--- config.mk ---
export PLATFORM = sky130hd
export DESIGN_NAME = seq_detector_param
export DESIGN_NICKNAME = d
export VERILOG_FILES = /design/src/rtl/seq_detector_param.sv
export SDC_FILE = /design/constraint.sdc
export NUM_CORES = 1
export LEC_CHECK = 0
export BUFFER_PORTS_ARGS = -buffer_cell sky130_fd_sc_hd__buf_2
export CORE_MARGIN = 1
export CORE_UTILIZATION = 50
export DETAILED_ROUTE_END_ITERATION = 10
export PLACE_DENSITY = 0.8
export REMOVE_ABC_BUFFERS = 1
export SYNTH_ARGS = -nofsm -noshare
export SYNTH_HDL_FRONTEND = slang
export SYNTH_SLANG_ARGS = --single-unit
--- constraint.sdc ---
create_clock -name clk -period 3.45 [get_ports clk]
set_input_delay 0.1725 -clock clk [delete_from_list [all_inputs] [get_ports clk]]
set_output_delay 0.1725 -clock clk [all_outputs]
set_load 0.01 [all_outputs]
--- src/rtl/seq_detector_param.sv ---
// Parameterised serial pattern detector with runtime-loadable pattern/length/overlap.
// Optional saturating match counter is built only when SEQ_DET_COUNT_EN is defined.
module seq_detector_param #(
  parameter int                 MAX_LEN     = 8,
  parameter int                 CNT_W       = 8,
  parameter int                 MOORE       = 0,
  parameter logic [MAX_LEN-1:0] RST_PATTERN = MAX_LEN'(8'b0000_1000),
  parameter int                 RST_LEN     = 4
) (
  input  logic                         clk,
  input  logic                         rst_n,
  input  logic                         din,
  input  logic                         din_valid,
  input  logic                         cfg_load,
  input  logic [MAX_LEN-1:0]           cfg_pattern,
  input  logic [$clog2(MAX_LEN+1)-1:0] cfg_len,
  input  logic                         cfg_overlap,
  output logic                         detect,
  output logic [CNT_W-1:0]             match_count
);

  localparam int               LEN_W     = $clog2(MAX_LEN + 1);
  localparam logic [LEN_W-1:0] MAX_LEN_L = LEN_W'(MAX_LEN);
  localparam logic [LEN_W-1:0] RST_LEN_L = (RST_LEN > MAX_LEN) ? MAX_LEN_L : LEN_W'(RST_LEN);

  logic [MAX_LEN-1:0] r_pat;
  logic [LEN_W-1:0]   r_len;
  logic               r_ovl;
  // The newest history bit is din itself, so only MAX_LEN-1 older bits are stored.
  logic [MAX_LEN-2:0] r_hist;
  logic [LEN_W-1:0]   r_fill;

  logic               w_accept;
  logic [MAX_LEN-1:0] w_hist_next;
  logic [MAX_LEN-1:0] w_mask;
  logic [LEN_W:0]     w_fill_p1;
  logic               w_len_ok;
  logic               w_match;
  logic [LEN_W-1:0]   w_cfg_len;

  assign w_accept    = din_valid && !cfg_load;
  assign w_hist_next = {r_hist, din};
  assign w_fill_p1   = {1'b0, r_fill} + {{LEN_W{1'b0}}, 1'b1};
  assign w_len_ok    = (r_len != '0) && (w_fill_p1 >= {1'b0, r_len});
  assign w_match     = w_accept && w_len_ok && (((w_hist_next ^ r_pat) & w_mask) == '0);
  assign w_cfg_len   = (cfg_len > MAX_LEN_L) ? MAX_LEN_L : cfg_len;

  always_comb begin
    w_mask = '0;
    for (int i = 0; i < MAX_LEN; i++) begin
      w_mask[i] = (i < int'(r_len));
    end
  end

  always_ff @(posedge clk or negedge rst_n) begin
    if (!rst_n) begin
      r_pat  <= RST_PATTERN;
      r_len  <= RST_LEN_L;
      r_ovl  <= 1'b1;
      r_hist <= '0;
      r_fill <= '0;
    end else if (cfg_load) begin
      r_pat  <= cfg_pattern;
      r_len  <= w_cfg_len;
      r_ovl  <= cfg_overlap;
      r_hist <= '0;
      r_fill <= '0;
    end else if (din_valid) begin
      r_hist <= w_hist_next[MAX_LEN-2:0];
      if (w_match && !r_ovl) begin
        r_fill <= '0;
      end else if (r_fill != MAX_LEN_L) begin
        r_fill <= r_fill + LEN_W'(1);
      end
    end
  end

  generate
    if (MOORE != 0) begin : g_moore
      logic r_detect;
      always_ff @(posedge clk or negedge rst_n) begin
        if (!rst_n) begin
          r_detect <= 1'b0;
        end else begin
          r_detect <= w_match;
        end
      end
      assign detect = r_detect;
    end else begin : g_mealy
      assign detect = w_match;
    end
  endgenerate

`ifdef SEQ_DET_COUNT_EN
  logic [CNT_W-1:0] r_count;

  always_ff @(posedge clk or negedge rst_n) begin
    if (!rst_n) begin
      r_count <= '0;
    end else if (cfg_load) begin
      r_count <= '0;
    end else if (w_match && (r_count != {CNT_W{1'b1}})) begin
      r_count <= r_count + CNT_W'(1);
    end
  end

  assign match_count = r_count;
`else
  assign match_count = '0;
`endif

endmodule

==> results of run 1 <==
## final cells by class
cell class / count / area [sq um] / area share
clock buffer: 3 / 22.52 / 0.01485
clock inverter: 1 / 30.03 / 0.01980
inverter: 8 / 30.03 / 0.01980
multi-input combinational: 98 / 691.9 / 0.4563
sequential: 24 / 604.3 / 0.3985
tap: 30 / 37.54 / 0.02475
timing repair buffer: 19 / 100.1 / 0.06601
## through the flow
step | utilization | power, mW
6_report | 0.5959 | 0.6219
5_1_grt | 0.5959 | 0.6563
4_1_cts | 0.5959 | 0.6264
3_5_place_dp | 0.5713 | 0.4211
3_3_place_gp | 0.5713 | 0.4163
2_1_floorplan | - | 0.3804
## layout by cell type (no fill, tap or decap), types with 3 or more instances in the layout
cell type / n
nor3_1: 3
conb_1: 8
o22ai_1: 4
ha_1: 6
mux2_1: 8
o21ai_1: 4
nand2_1: 9
xor2_1: 8
inv_1: 6
nand2b_1: 3
a21oi_1: 3
buf_2: 18
mux2i_1: 7
dfstp_2: 3
clkbuf_4: 3
nor2_1: 11
o21ai_0: 5
dfrtp_1: 21
## repair_timing
item / 4_1_cts / 5_1_grt
hold buffers: 1 / 0
hold endpoints to repair: 21 / 0
gates resized for setup: 0 / 0
endpoints found under the setup margin: 0 / 0
## routing by layer
layer	vias up	wire length [um]
met5	-	0
met4	0	0
met3	0	100
met2	29	1191
met1	478	1176
li1	490	-
## cells by family (layout without fill, tap and decap cells)
kind of cell | Yosys count | in the layout | synth area share
and+or+nand+nor | 35 | 35 | 0.1319
other | 1 | 8 | 0.002727
adders and majority gates | 6 | 6 | 0.05459
AOI/OAI and AO/OA | 24 | 24 | 0.1146
DFF | 24 | 24 | 0.4395
buffers and inverters | 20 | 31 | 0.07644
xor gates and xnor gates | 10 | 10 | 0.06370
muxes | 15 | 15 | 0.1165
## report_power, final
| part | switching [mW] | internal, mW |
|---|---|---|
| Combinational | 0.0552 | 0.0425 |
| Clock | 0.0882 | 0.117 |
| Sequential | 0.0167 | 0.302 |
## worst max-delay path, delay by kind of cell (launching register included)
family / cells / cell delay, ps
AO/OA/AOI/OAI: 3 / 650
buffers and inverters: 1 / 170
flip-flops: 1 / 570
AND/OR/NAND/NOR: 2 / 670
## path summary, 6_finish.rpt
kind	cells past startpoint	startpoint	to	slack (ps)
min in group asynchronous	2	rst_n	r_fill[3]	330
setup reg to reg	8	r_fill[0]	r_fill[3]	1390
hold reg to reg	2	r_ovl	r_ovl	510
hold / removal	2	cfg_pattern[7]	r_pat[7]	50
setup / recovery	6	r_len[2]	detect	910
max in group asynchronous	2	rst_n	r_pat[3]	2740
## sequential cells by signal, summed over array words and instances (netlist names)
name,cells
r_fill,4
r_hist,7
r_pat,8
r_ovl,1
r_len,4
==> flow_metrics.tcl, run 1 <==
set metrics [dict create \
    synth_top_area_share 0.3822 \
    synth_seq_cells 24 \
    clock_latency_ps 320 \
    crit_arrival_ps 2370 \
    rsz0062_at_grt "no" \
    path_class "flop to output port" \
    cp_max_fo 5 \
    antenna_found_initial 0 \
    netlist_top_cells_count "21 x dfrtp_1, 11 x nor2_1, 9 x nand2_1" \
    cts.path.max_buffers 2 \
    drt-initial-drc-count 11 \
    avgSynthCellArea_sq_um 10.19 \
    grt_max_degree 34 \
    holdWs_ps 50.50 \
    critPathSlowestCell "dfstp_2" \
    drt_wl_total_um 2468 \
    root_buffer "clkbuf_4" \
    cts_tree "built" \
    final-hold-violation-count 0 \
    cts_num_sinks 24 \
    antenna_cells 0 \
    use_met3 0.05833 \
    final_area_sq_mm 0.001516 \
    crit_chain "or4b_1 -> a2111oi_1 -> o21ai_1 -> a21boi_4 -> nor3_1 -> buf_2" \
    syn_to_final_growth_pct 10.28 \
    dp_cells 178 \
    pre_cts_ws_ps 1304 \
    numCtsBuffers 3 \
    fin_crit_ps 2540 \
    port_buffers 18 \
    hold_class "input port to flop" \
    cpPeakStageDelay_ps 570 \
    htreeDepth 1 \
    outcome "complete, no violations" \
    powerDensity_mw_per_mm2 410.1 \
    worst_pin_slew_ps 559.9 \
    globalRoute.busiestLayer "met2" \
    post_cts_buffers 0 \
    use_met1 0.2447 \
    grt_use_met2 0.3598 \
    setup_slack_ps 910.2 \
    synth_ff_type "dfrtp_1" \
    p_leak_nw 0.7330 \
    clkSlewWorstSetupHoldPaths_ps 140 \
    worstPathRequired_ps 3280 \
    skew_ps 11.42 \
    synth_top_area_cell "dfrtp_1" \
    vias 997 \
    rows 18 \
    drv_cap 0 \
    slew_headroom 0.6267 \
    wire_per_inst_um 13.49 \
    drv_slew 0 \
    crit_path_end_kind "output port" \
    io_pins 27 \
    die_h_um 54.44 \
    synth_edf_count 0 \
    yosysMostFrequentCell "dfrtp_1" \
    fin_cells 183 \
    yosysSeqAreaShare 0.4395 \
    critical_path.startpoint_type "flop" \
    fp.coreArea_sq_mm 0.002545 \
    setup_viol 0 \
    grt_pass1_wl_um 4209 \
    ant_nets 0 \
    start_util 0.5403 \
    placed_area_sq_mm 0.001454 \
    fillCellCount 228 \
    syn_inst 135 \
    place.gp.congestion 0.8848 \
    setup_total_negative_slack_ps 0 \
    fmax_mhz 393.7 \
    drc_errors 0 \
    yosys-top-cells-area "dfrtp_1 38%, mux2_1 6.6%, dfstp_2 5.7%, ha_1 5.5%, mux2i_1 5.1%" \
    dpl.hpwl_um 1863 \
    grt_pass1_vias 972 \
    grt_use_total 0.2033 \
    die_area_sq_mm 0.002964 \
    synth.distinct_cells 37 \
    vdd_ir_drop_max_mv 0.3951 \
    drive_above_1_share 0.1830 \
    die_x_um 54.44 \
    ys_async_sr_fraction 1.000 \
    dr.pass1.iters 4 \
    min_period_over_period 0.7362 \
    overflow 0 \
    final_nets 178 \
    yosys_warnings 0 \
    syn_area_sq_mm 0.001375 \
    via_per_inst 5.448 \
]
Power figures use the tool's default switching activity.
==> run 2: changes to the inputs <==
--- a/config.mk
+++ b/config.mk
@@ -5,6 +5,7 @@
 export SDC_FILE = /design/constraint.sdc
 export NUM_CORES = 1
 export LEC_CHECK = 0
+export ABC_AREA = 1
 export BUFFER_PORTS_ARGS = -buffer_cell sky130_fd_sc_hd__buf_2
 export CORE_MARGIN = 1
 export CORE_UTILIZATION = 50
==> constraint.sdc (replaced) <==
create_clock -name clk -period 2.66 [get_ports clk]
set_input_delay 0.133 -clock clk [delete_from_list [all_inputs] [get_ports clk]]
set_output_delay 0.133 -clock clk [all_outputs]
set_load 0.01 [all_outputs]
==> flow_metrics.tcl, run 2 <==
set metrics [dict create \
    outcome "finished, violations left" \
    violations "hold timing" \
    fp.coreArea_sq_mm 0.002590 \
    drt_wl_total_um 2661 \
    dp_cells 233 \
    cts_num_sinks 24 \
    dpl.hpwl_um 1904 \
    ys_async_sr_fraction 1.000 \
    die_h_um 55.39 \
    root_buffer "clkbuf_4" \
    largestRegisters "r_pat: 8 flops, r_hist: 7 flops" \
    clock_latency_ps 320 \
    htreeDepth 1 \
    grt_pass1_vias 1127 \
    overflow 0 \
    fin_cells 242 \
    avgSynthCellArea_sq_um 7.540 \
    crit_arrival_ps 2170 \
    hold_buffers 5 \
    yosysMostFrequentCell "nand2_1" \
    via_per_inst 4.822 \
    port_buffers 18 \
    antenna_cells 0 \
    slew_headroom 0.6464 \
    synth_top_area_cell "dfrtp_1" \
    p_switching_mw 0.2706 \
    drc_errors 0 \
    final_nets 237 \
    path_class "flop to output port" \
    fin_crit_ps 2300 \
    syn_to_final_growth_pct 12.38 \
    wire_per_inst_um 11.00 \
    syn_area_sq_mm 0.001425 \
    rsz0062_at_grt "no" \
    fmax_mhz 434.7 \
    ant_nets 0 \
    die_x_um 55.39 \
    numCtsBuffers 3 \
    place.gp.congestion 0.8449 \
    start_util 0.5502 \
    synth_edf_count 0 \
    cts_resized 0 \
    drv_cap 0 \
    regMostFlops "r_pat" \
    synth_top_area_share 0.3687 \
    final-hold-violation-count 1 \
    grt_pass1_wl_um 4685 \
    synth_seq_cells 24 \
    dr.pass1.iters 4 \
    holdWs_ps -0.7681 \
    p_leak_nw 0.8863 \
    antenna_found_initial 0 \
    cts.path.max_buffers 2 \
    cts_tree "built" \
    grt_use_total 0.1952 \
    switching_share 0.2988 \
    hold_class "input port to flop" \
    worst_pin_slew_ps 530.3 \
    post_cts_buffers 0 \
    skew_ps 0.9746 \
    mostFrequentLayoutCells "71 x nand2_1, 28 x inv_1, 21 x dfrtp_1, 18 x buf_2" \
    drv_slew 0 \
    largest_reg_flops 8 \
    min_period_over_period 0.8648 \
    combinationalPowerShare 0.228 \
    io_pins 27 \
    vdd_ir_drop_max_mv 0.4951 \
    synth.distinct_cells 24 \
    critical_path.startpoint_type "flop" \
    die_area_sq_mm 0.003068 \
    final_common_cell "nand2_1" \
    grt_max_degree 25 \
    rows 18 \
    seqPwrFrac 0.475 \
    yosysSeqAreaShare 0.4241 \
    yosys_warnings 0 \
    drt-initial-drc-count 27 \
    vias 1167 \
    clkSlewWorstSetupHoldPaths_ps 130 \
    drive_above_1_share 0.1745 \
    worstPathRequired_ps 2530 \
    internal_power_mw 0.6350 \
    netlist_top_cells_count "71 x nand2_1, 28 x inv_1, 21 x dfrtp_1, 8 x buf_4, 8 x o21ai_0" \
    p_clk_frac 0.297 \
    crit_path_end_kind "output port" \
    synth_ff_type "dfrtp_1" \
    yosys-top-cells-area "dfrtp_1 37%, nand2_1 19%, inv_1 7.4%, dfstp_2 5.5%, ha_1 5.3%" \
    setup_viol 0 \
    powerDensity_mw_per_mm2 565.5 \
    setup_total_negative_slack_ps 0 \
    cp_max_fo 5 \
    syn_inst 189 \
]
==> run 2: cell count changes after synthesis, sizes merged, moves of 6 or more <==
cell and delta:
inv +24, mux2 -8, mux2i -7, nand2 +64
nand3 +6, xor2 -6
==> run 2: final cells by class <==
class                   instances  area [sq um]
repair buffers                 23         140.1
well taps                      30         37.54
multi-input cells             129         646.9
flip-flops and latches         24         604.3
inverters                      32         120.1
clock buffers                   3         22.52
fillers                       222         988.4
clock inverters                 1         30.03
==> run 2: final timing paths <==
path	start	end	slack, ps	cells after the start
max	r_fill[0]	detect	360	12
min	cfg_len[0]	r_len[0]	-0.8	3
max reg2reg	r_fill[0]	r_fill[1]	610	14
min reg2reg	r_pat[3]	r_pat[3]	490	2
max in group asynchronous	rst_n	r_ovl	1990	2
min in group asynchronous	rst_n	r_pat[7]	300	2
==> run 2: logic make-up after synthesis <==
logic type / count (synthesis) / share of synthesized area
other: 1 / 0.002631
AND/OR/NAND/NOR: 94 / 0.2897
XOR/XNOR: 4 / 0.02459
flip-flops: 24 / 0.4241
AO/OA/AOI/OAI: 17 / 0.06585
buffers and inverters: 43 / 0.1405
adder cells (fa/ha/maj): 6 / 0.05268
==> run 2: metal layers <==
layer | GRT usage | routed length (um) | share of wire | up-vias
li1 | - | - | - | 611
met1 | 0.2398 | 1206 | 0.45 | 513
met2 | 0.3373 | 1303 | 0.49 | 36
met3 | 0.02810 | 99 | 0.037 | 7
met4 | 0.08929 | 51 | 0.019 | 0
met5 | 0 | 0 | 0 | -
==> run 2: power groups by stage <==
stage	registers [mW]	clock network [mW]	logic [mW]
after floorplan	0.428	0	0.148
after global routing	0.434	0.286	0.244
final	0.430	0.269	0.206
after CTS	0.429	0.275	0.208
after detailed placement	0.436	0	0.200
after global placement	0.436	0	0.195
==> run 2: critical path, stage by stage (launching register included) <==
cell	delay, ps
dfrtp_1	460
ha_1	250
xor2_1	210
ha_1	280
a21oi_1	150
nand2_1	60
nand2_1	50
nand2_1	40
nand2_1	60
nor2_2	40
nand2_1	60
inv_1	40
buf_2	130
==> run 2: per-stage QoR <==
stage / hold WS [ps] / power, mW / utilization / area (sq um) / worst slack [ps]
2_1_floorplan: -162.6 / 0.5757 / - / 1371 / 792.7
3_3_place_gp: 145.2 / 0.6311 / 0.5787 / 1499 / 681.7
3_5_place_dp: 143.2 / 0.6361 / 0.5787 / 1499 / 631.6
4_1_cts: 1.074 / 0.9118 / 0.6184 / 1602 / 370.8
5_1_grt: 11.44 / 0.9642 / 0.6184 / 1602 / 136.5
6_report: -0.7681 / 0.9057 / 0.6184 / 1602 / 359.7
==> run 3: changes to the inputs <==
--- a/config.mk
+++ b/config.mk
@@ -7,11 +7,12 @@
 export LEC_CHECK = 0
 export ABC_AREA = 1
 export BUFFER_PORTS_ARGS = -buffer_cell sky130_fd_sc_hd__buf_2
-export CORE_MARGIN = 1
+export CORE_MARGIN = 4
 export CORE_UTILIZATION = 50
 export DETAILED_ROUTE_END_ITERATION = 10
 export PLACE_DENSITY = 0.8
 export REMOVE_ABC_BUFFERS = 1
+export SKIP_CTS_REPAIR_TIMING = 1
 export SYNTH_ARGS = -nofsm -noshare
 export SYNTH_HDL_FRONTEND = slang
 export SYNTH_SLANG_ARGS = --single-unit
==> flow_metrics.tcl, run 3 (same netlist as run 2, synthesis figures left out) <==
set metrics [dict create \
    outcome "finished, violations left" \
    violations "hold timing" \
    grt_max_degree 25 \
    mostFrequentLayoutCells "71 x nand2_1, 28 x inv_1, 21 x dfrtp_1, 18 x buf_2" \
    vias 1161 \
    wl_met3_um 158 \
    vdd_ir_drop_max_mv 0.4095 \
    drive_above_1_share 0.1770 \
    p_switching_mw 0.2749 \
    path_class "flop to output port" \
    holdWs_ps -12.92 \
    io_pins 27 \
    cts_num_sinks 24 \
    die_h_um 61.39 \
    dr_wl_met2_um 1305 \
    switching_share 0.3027 \
    final_nets 234 \
    rsz0062_at_grt "no" \
    drt_wl_total_um 2735 \
    root_buffer "clkbuf_4" \
    ant_nets 0 \
    overflow 0 \
    fp.coreArea_sq_mm 0.002734 \
    highest_layer "met4" \
    htreeDepth 1 \
    drv_slew 0 \
    dpl.hpwl_um 1966 \
    antenna_cells 0 \
    hold_class "input port to flop" \
    largestRegisters "r_pat: 8 flops, r_hist: 7 flops" \
    syn_to_final_growth_pct 10.36 \
    clock_latency_ps 320 \
    rows 19 \
    die_area_sq_mm 0.003768 \
    wirelength_met1_um 1206 \
    worst_pin_slew_ps 527.2 \
    internal_power_mw 0.6334 \
    antenna_found_initial 0 \
    powerDensity_mw_per_mm2 577.6 \
    seqPwrFrac 0.473 \
    die_x_um 61.39 \
    drt-initial-drc-count 44 \
    p_clk_frac 0.294 \
    cp_max_fo 5 \
    drv_cap 0 \
    fmax_mhz 424.4 \
    final_common_cell "nand2_1" \
    wire_per_inst_um 11.40 \
    numCtsBuffers 3 \
    grt_use_total 0.1733 \
    fin_crit_ps 2356 \
    cts_tree "built" \
    combinationalPowerShare 0.233 \
    place.gp.congestion 0.8713 \
    clkSlewWorstSetupHoldPaths_ps 130 \
    via_per_inst 4.838 \
    regMostFlops "r_pat" \
    grt_pass1_wl_um 4754 \
    final-hold-violation-count 3 \
    critical_path.startpoint_type "flop" \
    skew_ps 4.207 \
    crit_path_end_kind "output port" \
    total_power_mw 0.9083 \
    grt_pass1_vias 1126 \
    setup_viol 0 \
    start_util 0.5213 \
    port_buffers 18 \
    crit_arrival_ps 2220 \
    slew_headroom 0.6485 \
    drc_errors 0 \
    worstPathRequired_ps 2530 \
    p_leak_nw 0.8738 \
    min_period_over_period 0.8857 \
    setup_total_negative_slack_ps 0 \
    cts.path.max_buffers 2 \
    dr.pass1.iters 4 \
    largest_reg_flops 8 \
]
## run 3: cell count changes in the layout (fill, tap and decap cells not counted), sizes merged
cell and change:
dlygate4sd3 -3
## run 3: metrics by stage
step | setup slack, ps | cells | util | cell area, sq um | hold WS [ps]
after CTS | 299.9 | 238 | 0.5680 | 1553 | -227.6
after global placement | 680.4 | 234 | 0.5487 | 1500 | 143.5
after floorplan | 792.7 | 185 | - | 1371 | -162.6
after detailed placement | 588.0 | 234 | 0.5487 | 1500 | 144.9
after global routing | 88.21 | 240 | 0.5753 | 1573 | 3.676
final | 304.0 | 240 | 0.5753 | 1573 | -12.92
## run 3: worst paths after layout
check                                  from   endpoint  slack, ps  cells past startpoint
worst max-delay path              r_fill[0]     detect        300                     14
worst min-delay path            cfg_overlap      r_ovl        -10                      3
worst max register to register    r_fill[0]  r_fill[2]        500                     16
worst min register to register     r_pat[3]   r_pat[3]        480                      2
max in group asynchronous             rst_n      r_ovl       1990                      2
min in group asynchronous             rst_n  r_fill[3]        300                      2
## run 3: layout make-up
class                   instances  area [sq um]
clock buffers                   3         22.52
clock inverters                 1         30.03
fillers                       257          1161
inverters                      32         120.1
multi-input cells             129         646.9
flip-flops and latches         24         604.3
well taps                      31         38.79
repair buffers                 20         110.1
## run 3: worst max-delay path, cell delays in order (launching register included)
cell and delay [ps]:
dfrtp_1 450, ha_1 250, xor2_1 180, ha_1 320, nand2_1 70, inv_1 60, nand2_1 40, nand2_1 50
nand2_1 40, nand2_1 50, nand2_1 60, nor2_2 90, nand2_1 80, inv_1 50, buf_2 120
## run 3: power groups by stage
stage	Combinational (mW)	Clock (mW)	Sequential (mW)
2_1_floorplan	0.148	0	0.428
3_3_place_gp	0.196	0	0.436
3_5_place_dp	0.205	0	0.435
4_1_cts	0.211	0.271	0.429
5_1_grt	0.249	0.285	0.434
6_report	0.212	0.267	0.429
## run 3: routing by layer
metal,vias to the layer above,track usage
li1,607,-
met1,519,0.2338
met2,29,0.2659
met3,6,0.02306
met4,0,0.1030
met5,-,0
